## src/rtl/conv_window_sched_pkg.sv

```systemverilog
// conv_window_sched_pkg: state encoding, default tree latency and output-map geometry
package conv_window_sched_pkg;
    typedef enum logic [1:0] {IDLE = 2'd0, RUN = 2'd1, DRAIN = 2'd2, DONE = 2'd3} state_t;
    localparam int DEF_TREE_LAT = 3;
    function automatic int out_dim(input int n);
        return n - 2;
    endfunction
    function automatic int n_out(input int w, input int h);
        return out_dim(w) * out_dim(h);
    endfunction
endpackage

```

## src/rtl/conv_window_sched_raster_counter.sv

```systemverilog
// raster_counter: row/col window position, wraps col at OUT_W-1, holds at the final position
module raster_counter #(
    parameter int OUT_W = 26,
    parameter int OUT_H = 26,
    parameter int RW = 5,
    parameter int CW = 5
) (
    input  logic          clk,
    input  logic          rst,
    input  logic          init,
    input  logic          en,
    output logic [RW-1:0] row,
    output logic [CW-1:0] col,
    output logic          last
);
    logic col_end;
    always_comb begin
        col_end = col == CW'(OUT_W - 1);
        last = col_end && row == RW'(OUT_H - 1);
    end
    always_ff @(posedge clk) begin
        if (!rst || init) begin
            row <= '0;
            col <= '0;
        end else if (en && !last) begin
            col <= col_end ? '0 : col + 1'b1;
            if (col_end) row <= row + 1'b1;
        end
    end
endmodule

```

## src/rtl/conv_window_sched.sv

```systemverilog
// conv_window_sched: raster-order 3x3 window sequencer with adder-tree enable and result tracking
module conv_window_sched
    import conv_window_sched_pkg::*;
#(
    parameter int IMG_W = 28,
    parameter int IMG_H = 28,
    parameter int TREE_LAT = DEF_TREE_LAT
) (
    input  logic                                   clk,
    input  logic                                   rst,
    input  logic                                   start,
    output logic                                   busy,
    output logic                                   done,
    output logic                                   win_valid,
    input  logic                                   win_ready,
    output logic [$clog2(IMG_H)-1:0]               win_row,
    output logic [$clog2(IMG_W)-1:0]               win_col,
    output logic                                   tree,
    output logic                                   out_valid,
    output logic [$clog2(n_out(IMG_W, IMG_H))-1:0] out_addr
);
    localparam int SW = TREE_LAT - 1;
    localparam int DW = $clog2(TREE_LAT);
    state_t state, nxt;
    logic [SW-1:0] valid_sr;
    logic [DW-1:0] drain_cnt;
    logic issue, last, init;
    always_comb begin
        win_valid = state == RUN;
        issue = win_valid && win_ready;
        tree = issue || state == DRAIN;
        busy = state != IDLE;
        done = state == DONE;
        init = state == IDLE && start;
        nxt = state == IDLE  ? (start ? RUN : IDLE)
            : state == RUN   ? (issue && last ? DRAIN : RUN)
            : state == DRAIN ? (drain_cnt == DW'(TREE_LAT - 2) ? DONE : DRAIN)
            : IDLE;
    end
    // valid_sr shadows the tree stages: a bit enters only for a real issue
    always_ff @(posedge clk) begin
        if (!rst) begin
            state <= IDLE;
            valid_sr <= '0;
            drain_cnt <= '0;
            out_valid <= 1'b0;
            out_addr <= '0;
        end else begin
            state <= nxt;
            out_valid <= tree && valid_sr[SW-1];
            if (init) begin
                valid_sr <= '0;
                drain_cnt <= '0;
                out_addr <= '0;
            end else begin
                if (tree) valid_sr <= SW'({valid_sr, issue});
                if (state == DRAIN) drain_cnt <= drain_cnt + 1'b1;
                if (out_valid) out_addr <= out_addr + 1'b1;
            end
        end
    end
    raster_counter #(
        .OUT_W(out_dim(IMG_W)),
        .OUT_H(out_dim(IMG_H)),
        .RW($clog2(IMG_H)),
        .CW($clog2(IMG_W))
    ) u_pos (
        .clk(clk),
        .rst(rst),
        .init(init),
        .en(issue),
        .row(win_row),
        .col(win_col),
        .last(last)
    );
endmodule

```

## config.mk

```make
export PLATFORM = sky130hd
export DESIGN_NAME = conv_window_sched
export DESIGN_NICKNAME = d
export VERILOG_FILES = /design/src/rtl/conv_window_sched_pkg.sv /design/src/rtl/conv_window_sched_raster_counter.sv /design/src/rtl/conv_window_sched.sv
export SDC_FILE = /design/constraint.sdc
export NUM_CORES = 1
export LEC_CHECK = 0
export BUFFER_PORTS_ARGS = -buffer_cell sky130_fd_sc_hd__buf_4
export CAP_MARGIN = 10
export CORE_UTILIZATION = 47
export DETAILED_ROUTE_END_ITERATION = 8
export PLACE_DENSITY = 0.83
export SYNTH_ARGS = -nofsm -noshare
export SYNTH_HDL_FRONTEND = slang
export SYNTH_HIERARCHICAL = 1
export SYNTH_SLANG_ARGS = --single-unit
```

## constraint.sdc

```tcl
create_clock -name clk -period 1.45 [get_ports clk]
set_input_delay 0.29 -clock clk [delete_from_list [all_inputs] [get_ports clk]]
set_output_delay 0.29 -clock clk [all_outputs]
set_load 0.05 [all_outputs]
```

==> results.md <==
* Outcome: complete, but fails checks
* Violated checks: setup timing
* Multiplexer share of the synthesized area at 0.0377
* Sink Count at 27
* Yosys warns at 6
* Flops & latches, synth at 27
* Met2 WL at 1580 µm
* Placed insts at 206
* First drt pass iteration count at 4
* DIE AREA at 3040 µm²
* Unrepaired setup endpoints after global routing: yes
* Pwr/cell area at 660 nW/µm²
* Largest net degree at the start of global routing at 17
* Vias/cell at 5.68
* Crit share post-route at 1.05
* CP Capture Type: output port
* Tot GR Track Use at 0.208
* Distinct cells, synth at 38
* WL per Instance at 14.0 µm
* Clock tree buffer depth at 2
* Main area contributors after synthesis: dfxtp_1, ha_1, mux2i_1, nand2_1, a21oi_1
* Final GP Congestion at 0.755
* Global-route wire length before repair at 4580 µm
* Post-Synth XOR/XNOR Area at 0.0330
* Clk_skew at 0.893 ps
* Vias at 1255
* GRT overflow at 0
* Post-DP HPWL at 2040 µm
* I/O Buffers at 28
* H-tree levels at 1
* Synthesized-area fraction occupied by adder cells at 0.0565
* Worst path slowest cell: dfxtp_2
* Startpoint Class: flip-flop
* Clock transition at path regs at 150 ps
* Cts hold-fix bufs at 0
* Setup Viol. Count Final at 4
* Clock latency at the later pin of the worst-skew pair at 330 ps
* Non-Filler Instances at 221
* Most common cell after layout, fill and taps aside: buf_4
* Post-synth top area cell: dfxtp_1
* Post-synthesis cell area at 1330 µm²
* Met3 Wirelength at 97 µm
* Synth Area in Simple Gates at 0.280
* Synth top area share at 0.407
* Buffers & Inverters on Critical Path at 2
* Drt initial violations at 21
* Min Hold Slack at 215 ps
* Final hold violation count at 0
* Syn nets at 155
* Minimum clock period at 1520 ps
* Post-route ant nets at 0
* Area growth syn-to-layout at 42.8%
* Worst path arrival time at 1230 ps
* Nets at 202
* Vias in the first global route at 1088
* Crit path max fanout at 5
* Worst slack, placed at -41.7 ps
* Ys flop type: dfxtp_1
* Die Y at 55.2 µm
* CP max stage delay at 370 ps
* Fraction of layout instances using a drive strength above 1 at 0.492
* Chip Width at 55.2 µm
* Post-synthesis compound-gate area fraction at 0.149
* Cell count after synthesis at 145
* TNS Setup at -120 ps
* Met1 WL at 1400 µm
* CP required at 1160 ps
* FF-to-FF setup slack at -20 ps
* CORE AREA at 2570 µm²
* Ys async rst share at 0
* Post-route DRC at 0
* Post-synth EDFFs at 0
* Starting density of the core at 0.518
* Slew Limit Fails at 0
* Top Layer Used: met4
* Hold WC Path Type: input port to flip-flop
* Max rail drop VDD at 0.516 mV
* FP Rows at 18
* Kind of critical path: flip-flop to output port
* Combinational family with the most area after synthesis: simple AND/OR/NAND/NOR gates
* Routed WL at 3100 µm
* Fmax at 659 MHz
* Ant. Diodes at 0
* Worst-Margin Slew at 286 ps
* CP Cell Sequence: nand3b_1, buf_6, nand2_4, buf_8
* Final setup margin at -68.0 ps
* Clk root buf: clkbuf_4
* IO Count at 29
* Initial antenna violation count at 0
* Post-synthesis sequential area ratio at 0.407
* Synth Area per Inst at 9.16 µm²
* TritonCTS Buffers at 3
* Crit-path leading delay family: flip-flops
* Normalized max-slew margin at 0.809
* Commonest non-fill, non-tap cells in the layout: buf_4, nand2_1, dfxtp_2
* Maxcap violations at 0
* CTS tree: built
* Leak Pwr at 0.807 nW
-- where the power goes --
group          switching (mW)  leakage, nW  internal, mW
logic                  0.0918        0.564        0.0818
registers             0.00703        0.229         0.737
clock network           0.230       0.0139         0.106
-- stage by stage --
step           area, µm²  total power, mW  utilization
4_1_cts             1790             1.24        0.696
5_1_grt             1900             1.30        0.739
3_5_place_dp        1680            0.895        0.653
6_report            1900             1.25        0.739
3_3_place_gp        1680            0.891        0.653
2_1_floorplan       1390            0.845            -
-- synthesized netlist by cell type, types with 3 or more instances --
| master | count |
|---|---|
| dfxtp_1 | 27 |
| nand2_1 | 13 |
| a21oi_1 | 9 |
| nor2_1 | 9 |
| inv_1 | 8 |
| nand3_1 | 7 |
| ha_1 | 6 |
| or4_1 | 6 |
| mux2i_1 | 5 |
| o31ai_1 | 5 |
| nand4_1 | 4 |
| o21ai_0 | 4 |
| buf_2 | 3 |
| nor2b_1 | 3 |
| xor2_1 | 3 |
-- repair_timing --
action | 4_1_cts | 5_1_grt
endpoints found under the setup margin | 3 | 13
gates resized for setup | 13 | 16
pin swaps | 2 | 3
cloned | 0 | 1
setup buffers | 5 | 5
-- sequential cells by signal, summed over array words and instances, names as in the netlist --
register and count:
out_addr 10, u_pos/col 5, u_pos/row 5, drain_cnt 2, state 2, valid_sr 2
out_valid 1
-- cells by family after synthesis --
family	Yosys count
adder cells (fa/ha/maj)	6
AND/OR/NAND/NOR	60
XOR/XNOR	5
multiplexers	5
AO/OA/AOI/OAI	30
flip-flops	27
buffers and inverters	12
-- per-layer routing --
metal  vias to the layer above  track usage
li1                        628            -
met1                       605        0.254
met2                        20        0.373
met3                         2       0.0273
met4                         0       0.0667
met5                         -            0
-- worst paths after layout --
path / startpoint / end / depth (start not counted)
max: state[1] / tree / 4
min: rst / state[0] / 2
max reg2reg: state[1] / u_pos/col[0] / 6
min reg2reg: valid_sr[1] / valid_sr[1] / 2
-- cell type report --
cell class,instances,area [µm²]
multi-input combinational,107,830
inverter,8,35.0
tap,30,37.5
clock buffer,3,22.5
clock inverter,1,7.51
sequential,27,582
timing repair buffer,45,384
fill,190,669
No activity file was read; power rests on OpenSTA's default activity.
